===== src/rtl/simple_st0_calc_pkg.sv =====
// Shared constants, FSM state type and helpers for the stage-0 compute block.
package simple_st0_calc_pkg;

  localparam int unsigned DATA_W  = 32;
  localparam int unsigned N_TAPS  = 6;
  localparam int unsigned N_OUT   = 4;
  localparam int unsigned ACC_W   = 66;
  localparam int unsigned ROW_W   = DATA_W * N_TAPS;
  localparam int unsigned DADDR_W = 3;
  localparam int unsigned NIDX_W  = 2;

  typedef enum logic [2:0] {
    StIdle,
    StLoad,
    StRow,
    StMac,
    StOut
  } state_e;

  // Tap k of a row lives in bits [32k+31:32k].
  function automatic logic [DATA_W-1:0] tap_elem(input logic [ROW_W-1:0] row,
                                                  input logic [DADDR_W-1:0] k);
    return row[k*DATA_W +: DATA_W];
  endfunction

  function automatic logic [DATA_W-1:0] sat32(input logic [ACC_W-1:0] v);
    logic [ACC_W-DATA_W:0] hi;
    hi = v[ACC_W-1:DATA_W-1];
    if (hi == '0 || hi == '1) begin
      return v[DATA_W-1:0];
    end else if (v[ACC_W-1]) begin
      return {1'b1, {(DATA_W-1){1'b0}}};
    end else begin
      return {1'b0, {(DATA_W-1){1'b1}}};
    end
  endfunction

endpackage


===== src/rtl/simple_st0_calc_if.sv =====
// Result stream from the compute block to the next stage (valid/ready).
interface simple_st0_calc_if;
  import simple_st0_calc_pkg::*;

  logic              out_valid;
  logic              out_ready;
  logic [DATA_W-1:0] out_data;
  logic [NIDX_W-1:0] out_index;

  modport master (
    output out_valid,
    output out_data,
    output out_index,
    input  out_ready
  );

  modport slave (
    input  out_valid,
    input  out_data,
    input  out_index,
    output out_ready
  );

endinterface


===== src/rtl/simple_st0_calc_mac.sv =====
// Signed 32x32 multiply with 66-bit accumulator; result is the saturated accumulator.
module simple_st0_calc_mac
  import simple_st0_calc_pkg::*;
(
  input  logic              clk,
  input  logic              reset,
  input  logic              en,
  input  logic              init,
  input  logic [DATA_W-1:0] bias,
  input  logic [DATA_W-1:0] tap,
  input  logic [DATA_W-1:0] data,
  output logic [DATA_W-1:0] result
);

  logic [2*DATA_W-1:0] tap_x;
  logic [2*DATA_W-1:0] data_x;
  logic [2*DATA_W-1:0] prod;
  logic [ACC_W-1:0]    base;
  logic [ACC_W-1:0]    acc_d;
  logic [ACC_W-1:0]    acc_q;

  always_comb begin
    tap_x  = {{DATA_W{tap[DATA_W-1]}}, tap};
    data_x = {{DATA_W{data[DATA_W-1]}}, data};
    prod   = $signed(tap_x) * $signed(data_x);
    // init starts a fresh neuron from the sign-extended bias
    base   = init ? {{(ACC_W-DATA_W){bias[DATA_W-1]}}, bias} : acc_q;
    acc_d  = base + {{(ACC_W-2*DATA_W){prod[2*DATA_W-1]}}, prod};
  end

  always_ff @(posedge clk) begin
    if (reset) begin
      acc_q <= '0;
    end else if (en) begin
      acc_q <= acc_d;
    end
  end

  assign result = sat32(acc_q);

endmodule


===== src/rtl/simple_st0_calc.sv =====
// Stage-0 compute: loads the input vector, then per neuron reads taps/bias,
// runs a 6-step MAC and streams the saturated result downstream.
module simple_st0_calc
  import simple_st0_calc_pkg::*;
(
  input  logic               clk,
  input  logic               reset,
  input  logic               start,
  output logic               data_rd_en,
  output logic [DADDR_W-1:0] data_rd_addr,
  input  logic [DATA_W-1:0]  data_int_rd_data,
  output logic               tap_rd_en,
  output logic [NIDX_W-1:0]  tap_rd_addr,
  input  logic [ROW_W-1:0]   tap_int_rd_data,
  output logic               bias_rd_en,
  output logic [NIDX_W-1:0]  bias_rd_addr,
  input  logic [DATA_W-1:0]  bias_int_rd_data,
  simple_st0_calc_if.master  result,
  output logic               busy,
  output logic               done
);

  localparam logic [DADDR_W-1:0] LastK = DADDR_W'(N_TAPS - 1);
  localparam logic [NIDX_W-1:0]  LastN = NIDX_W'(N_OUT - 1);

  state_e             state_q;
  logic [NIDX_W-1:0]  n_q;
  logic [DADDR_W-1:0] k_q;
  logic [DADDR_W-1:0] load_addr_q;
  logic               data_rd_en_q;
  logic               tap_rd_en_q;
  logic               out_valid_q;
  logic               busy_q;

  logic               cap_en_q;
  logic [DADDR_W-1:0] cap_addr_q;
  logic [DATA_W-1:0]  d_q [N_TAPS];
  logic [ROW_W-1:0]   tap_row_q;

  logic               mac_en;
  logic               mac_init;
  logic [DATA_W-1:0]  mac_tap;
  logic [DATA_W-1:0]  mac_data;
  logic [DATA_W-1:0]  mac_result;

  always_ff @(posedge clk) begin
    if (reset) begin
      state_q      <= StIdle;
      n_q          <= '0;
      k_q          <= '0;
      load_addr_q  <= '0;
      data_rd_en_q <= 1'b0;
      tap_rd_en_q  <= 1'b0;
      out_valid_q  <= 1'b0;
      busy_q       <= 1'b0;
    end else begin
      unique case (state_q)
        StIdle: begin
          if (start) begin
            state_q      <= StLoad;
            data_rd_en_q <= 1'b1;
            load_addr_q  <= '0;
            n_q          <= '0;
            busy_q       <= 1'b1;
          end
        end
        StLoad: begin
          if (load_addr_q == LastK) begin
            data_rd_en_q <= 1'b0;
            tap_rd_en_q  <= 1'b1;
            state_q      <= StRow;
          end else begin
            load_addr_q <= load_addr_q + 3'd1;
          end
        end
        StRow: begin
          tap_rd_en_q <= 1'b0;
          k_q         <= '0;
          state_q     <= StMac;
        end
        StMac: begin
          if (k_q == LastK) begin
            out_valid_q <= 1'b1;
            state_q     <= StOut;
          end else begin
            k_q <= k_q + 3'd1;
          end
        end
        StOut: begin
          if (result.out_ready) begin
            out_valid_q <= 1'b0;
            if (n_q == LastN) begin
              n_q     <= '0;
              busy_q  <= 1'b0;
              state_q <= StIdle;
            end else begin
              n_q         <= n_q + 2'd1;
              tap_rd_en_q <= 1'b1;
              state_q     <= StRow;
            end
          end
        end
        default: state_q <= StIdle;
      endcase
    end
  end

  // Read data lands one cycle after the request, so capture trails the address by one.
  always_ff @(posedge clk) begin
    if (reset) begin
      cap_en_q   <= 1'b0;
      cap_addr_q <= '0;
      tap_row_q  <= '0;
      for (int i = 0; i < N_TAPS; i++) begin
        d_q[i] <= '0;
      end
    end else begin
      cap_en_q   <= data_rd_en_q;
      cap_addr_q <= load_addr_q;
      if (cap_en_q) begin
        d_q[cap_addr_q] <= data_int_rd_data;
      end
      if (state_q == StMac && k_q == '0) begin
        tap_row_q <= tap_int_rd_data;
      end
    end
  end

  // k=0 consumes the row straight from memory; later steps use the held copy.
  always_comb begin
    mac_en   = (state_q == StMac);
    mac_init = (k_q == '0);
    mac_tap  = mac_init ? tap_elem(tap_int_rd_data, '0) : tap_elem(tap_row_q, k_q);
    mac_data = d_q[k_q];
  end

  simple_st0_calc_mac u_mac (
    .clk    (clk),
    .reset  (reset),
    .en     (mac_en),
    .init   (mac_init),
    .bias   (bias_int_rd_data),
    .tap    (mac_tap),
    .data   (mac_data),
    .result (mac_result)
  );

  assign data_rd_en   = data_rd_en_q;
  assign data_rd_addr = load_addr_q;
  assign tap_rd_en    = tap_rd_en_q;
  assign tap_rd_addr  = n_q;
  assign bias_rd_en   = tap_rd_en_q;
  assign bias_rd_addr = n_q;

  assign result.out_valid = out_valid_q;
  assign result.out_data  = mac_result;
  assign result.out_index = n_q;

  assign busy = busy_q;
  assign done = out_valid_q && result.out_ready && (n_q == LastN);

endmodule

===== src/flat_wrapper.sv =====
// flat-port wrapper written by rule: the top's interface ports become plain ports
module simple_st0_calc_flat import simple_st0_calc_pkg::*;
  (clk, reset, start, data_rd_en, data_rd_addr, data_int_rd_data, tap_rd_en, tap_rd_addr, tap_int_rd_data, bias_rd_en, bias_rd_addr, bias_int_rd_data, busy, done, result_out_valid, result_out_data, result_out_index, result_out_ready);
  simple_st0_calc_if result_i ();
  input  logic clk;
  input  logic reset;
  input  logic start;
  output logic data_rd_en;
  output logic [DADDR_W-1:0] data_rd_addr;
  input  logic [DATA_W-1:0] data_int_rd_data;
  output logic tap_rd_en;
  output logic [NIDX_W-1:0] tap_rd_addr;
  input  logic [ROW_W-1:0] tap_int_rd_data;
  output logic bias_rd_en;
  output logic [NIDX_W-1:0] bias_rd_addr;
  input  logic [DATA_W-1:0] bias_int_rd_data;
  output logic busy;
  output logic done;
  output wire logic [$bits(result_i.out_valid)-1:0] result_out_valid;
  output wire logic [$bits(result_i.out_data)-1:0] result_out_data;
  output wire logic [$bits(result_i.out_index)-1:0] result_out_index;
  input wire logic [$bits(result_i.out_ready)-1:0] result_out_ready;
  assign result_out_valid = result_i.out_valid;
  assign result_out_data = result_i.out_data;
  assign result_out_index = result_i.out_index;
  assign result_i.out_ready = result_out_ready;
  simple_st0_calc u_core (.clk(clk), .reset(reset), .start(start), .data_rd_en(data_rd_en), .data_rd_addr(data_rd_addr), .data_int_rd_data(data_int_rd_data), .tap_rd_en(tap_rd_en), .tap_rd_addr(tap_rd_addr), .tap_int_rd_data(tap_int_rd_data), .bias_rd_en(bias_rd_en), .bias_rd_addr(bias_rd_addr), .bias_int_rd_data(bias_int_rd_data), .result(result_i), .busy(busy), .done(done));
endmodule

===== config.mk =====
export PLATFORM = sky130hd
export DESIGN_NAME = simple_st0_calc_flat
export DESIGN_NICKNAME = d
export VERILOG_FILES = /design/src/rtl/simple_st0_calc_pkg.sv /design/src/rtl/simple_st0_calc_if.sv /design/src/rtl/simple_st0_calc_mac.sv /design/src/rtl/simple_st0_calc.sv /design/src/flat_wrapper.sv
export SDC_FILE = /design/constraint.sdc
export NUM_CORES = 2
export LEC_CHECK = 0
export BUFFER_PORTS_ARGS = -buffer_cell sky130_fd_sc_hd__buf_2
export CORE_AREA = 3 3 375 377
export DETAILED_ROUTE_END_ITERATION = 10
export DIE_AREA = 0 0 378 380
export SETUP_SLACK_MARGIN = 0.15
export SYNTH_ARGS = -nofsm -noshare
export SYNTH_HDL_FRONTEND = slang
export SYNTH_HIERARCHICAL = 1
export SYNTH_SLANG_ARGS = --single-unit

===== constraint.sdc =====
create_clock -name clk -period 14.8 [get_ports clk]
set_input_delay 0.74 -clock clk [delete_from_list [all_inputs] [get_ports clk]]
set_output_delay 0.74 -clock clk [all_outputs]
set_load 0.02 [all_outputs]

==> results.sh <==
export IMPL_clk_insertion_delay_late_ps=680
export IMPL_drive_above_1_share=0.1056
export IMPL_ctsHtreeMaxLevel=2
export IMPL_syn_area_um2=63200
export IMPL_post_route_min_period_ps=12800
export IMPL_cts_num_sinks=536
export IMPL_crit_family="adder cells"
export IMPL_grt_busiest_layer="met2"
export IMPL_wl_um=187800
export IMPL_grtUsageMet2=0.4453
export IMPL_die_w_um=378
export IMPL_die_y_um=380
export IMPL_ant_nets=0
export IMPL_wl_per_cell_um=22.43
export IMPL_dr_first_iter_drc_count=3630
export IMPL_post_cts_resized=0
export IMPL_slew_viol_final=0
export IMPL_fillCellCount=12870
export IMPL_yosysWarnings=6
export IMPL_netlist_instances=6486
export IMPL_antenna_found_initial=8
export IMPL_min_path_type="in -> reg"
export IMPL_cp_start_kind="register"
export IMPL_grt_pass1_vias=49310
export IMPL_slowest_delay_ps=1050
export IMPL_critPathMostFrequentCell="fa_1"
export IMPL_finalWorstSetupSlack_ps=2005
export IMPL_min_period_over_period=0.8646
export IMPL_cp_required_ps=15340
export IMPL_status="completed"
export IMPL_slew_headroom=0.2402
export IMPL_worstSetupPathType="reg -> reg"
export IMPL_worstMarginPinSlew_ps=1135
export IMPL_cts_tree="built"
export IMPL_synthToLayoutAreaGrowth_pct=7.881
export IMPL_viasPerCell=5.590
export IMPL_grt_overflow=0
export IMPL_syn_nets=8084
export IMPL_rsz0062_at_grt="false"
export IMPL_cts_buffer_depth=3
export IMPL_fin_nets=8120
export IMPL_critPathBufInv=5
export IMPL_post_route_drc_count=0
export IMPL_final_util=0.4959
export IMPL_dp_slack_ps=2070
export IMPL_io_buffer_count=306
export IMPL_grt_pass1_wl_um=290300
export IMPL_cts_buffers=60
export IMPL_ys_flop_type="dfxtp_1"
export IMPL_ys_types=89
export IMPL_fmax_mhz=78.15
export IMPL_setup_viol=0
export IMPL_tns_ps=0
export IMPL_use_met1=0.3469
export IMPL_grt_usage=0.2618
export IMPL_final_area_um2=68180
export IMPL_worstPathArrival_ps=13340
export IMPL_yosysSeqAreaShare=0.2103
export IMPL_synth_area_leaders="fa_1 (34%), edfxtp_1 (12%), dfxtp_1 (8.9%), inv_1 (6.1%), and2_1 (5.3%)"
export IMPL_grt_max_degree=193
export IMPL_start_util=0.4597
export IMPL_drt_pass1_iter_count=8
export IMPL_clk_pin_slew_worst_paths_ps=60
export IMPL_num_rows=136
export IMPL_synth_area_leader_cell="fa_1"
export IMPL_postCtsSetupBuffers=0
export IMPL_ys_ff_latch=536
export IMPL_cp_end_kind="register"
export IMPL_cts_root_buf="clkbuf_16"
export IMPL_synth_top_area_frac=0.3430
export IMPL_slowest_stage="o211ai_1"
export IMPL_use_met3=0.03180
export IMPL_worstPathMaxFanout=43
export IMPL_hold_violations=0
export IMPL_synthArstFlopShare=0
export IMPL_gp_congestion=0.8905
export IMPL_cap_violations=0
export IMPL_dp_hpwl_um=136200
export IMPL_ios=307
export IMPL_place_area_um2=66110
export IMPL_hold_buffers=0
export IMPL_dieArea_um2=143600
export IMPL_design_core_area_um2=137500
export IMPL_via_count=46810
export IMPL_syn_area_per_cell_um2=9.744
export IMPL_synth_edff_count=256
export IMPL_skew_ps=44.33
## layer usage
layer / vias up / routed length (um)
li1: 20720 / -
met1: 24160 / 76490
met2: 1582 / 92990
met3: 346 / 11510
met4: 2 / 6817
met5: - / 20
## final timing paths
path / startpoint / to / slack, ps / cells after the start
worst min-delay path: tap_int_rd_data[120] / u_core/tap_row_q[120] / 310 / 3
worst max-delay path: u_core/k_q[2] / u_core/u_mac/acc_q[63] / 2000 / 38
worst max register to register: u_core/k_q[2] / u_core/u_mac/acc_q[63] / 2000 / 38
worst min register to register: u_core/tap_row_q[11] / u_core/tap_row_q[11] / 470 / 2
## registers in the layout, summed over array words and instances (netlist names), named ones only
signal	flops
u_core/bias_rd_addr	2
u_core/bias_rd_en	1
u_core/busy	1
u_core/cap_addr_q	3
u_core/cap_en_q	1
u_core/d_q	256
u_core/data_rd_addr	3
u_core/data_rd_en	1
u_core/k_q	3
u_core/result.out_valid	1
u_core/state_q	3
u_core/tap_row_q	192
u_core/u_mac/acc_q	66
## stage by stage
step	hold WS [ps]	instances
6_report	309.3	8373
3_5_place_dp	465.8	8254
4_1_cts	270.6	8368
3_3_place_gp	457.9	8254
2_1_floorplan	438.9	6486
5_1_grt	294.1	8370
## placed cells by master (no fill, tap or decap), drive strengths merged, types with 231 or more instances in the layout
cell type,Yosys,routed
inv,1025,1027
and2,531,531
ha,255,255
fa,1083,1083
a21oi,310,310
nor2,270,270
dfxtp,280,280
o21ai,302,302
buf,67,399
nand3,231,231
edfxtp,256,256
nand2,652,652
## logic make-up (layout without fill, tap and decap cells)
logic type	after synthesis	count (layout)	share of synthesized area
XOR/XNOR	121	121	0.01712
adder cells (fa/ha/maj)	1338	1338	0.3935
AND/OR/NAND/NOR	1885	1885	0.1465
multiplexers	242	242	0.05858
buffers and inverters	1450	1538	0.08721
flip-flops	536	536	0.2103
other	0	5	0
AO/OA/AOI/OAI	914	914	0.08677
## cell usage after synthesis (11+ instances only)
library cell / number
o21bai_1: 20
o31ai_1: 11
xnor2_1: 77
a21oi_1: 309
nand3b_1: 35
nor3_1: 25
and2_1: 531
nand2_1: 651
ha_1: 255
dfxtp_1: 280
nand3_1: 231
nand2b_1: 29
mux4_2: 96
mux2i_1: 83
nor4_1: 12
clkbuf_1: 358
o211ai_1: 39
o21ai_0: 276
a21o_1: 107
xor2_1: 42
inv_1: 1021
o21a_1: 18
a211oi_1: 24
nor2b_1: 23
nor2_1: 270
nand4_1: 24
mux2_2: 63
fa_1: 1083
o21ai_1: 23
buf_1: 22
and3_1: 17
a31oi_1: 18
buf_2: 40
edfxtp_1: 256
## final cells by class
class | count | area, um2 | area share
antenna | 5 | 12.51 | 0.0001835
clock buffer | 77 | 1667 | 0.02444
clock inverter | 37 | 394.1 | 0.005781
inverter | 1025 | 3862 | 0.05665
multi-input combinational | 4500 | 44440 | 0.6517
sequential | 536 | 13300 | 0.1951
tap | 1794 | 2245 | 0.03292
timing repair buffer | 399 | 2265 | 0.03322
## tightest hold or removal path, delay by kind of cell
family                 cells  cell delay (ps)
AOI/OAI and AO/OA          1               50
and+or+nand+nor            1               60
buffers and inverters      1               90
Power is not shown: default switching activity piles up to over one toggle a cycle in this logic, so the estimate is an artifact.
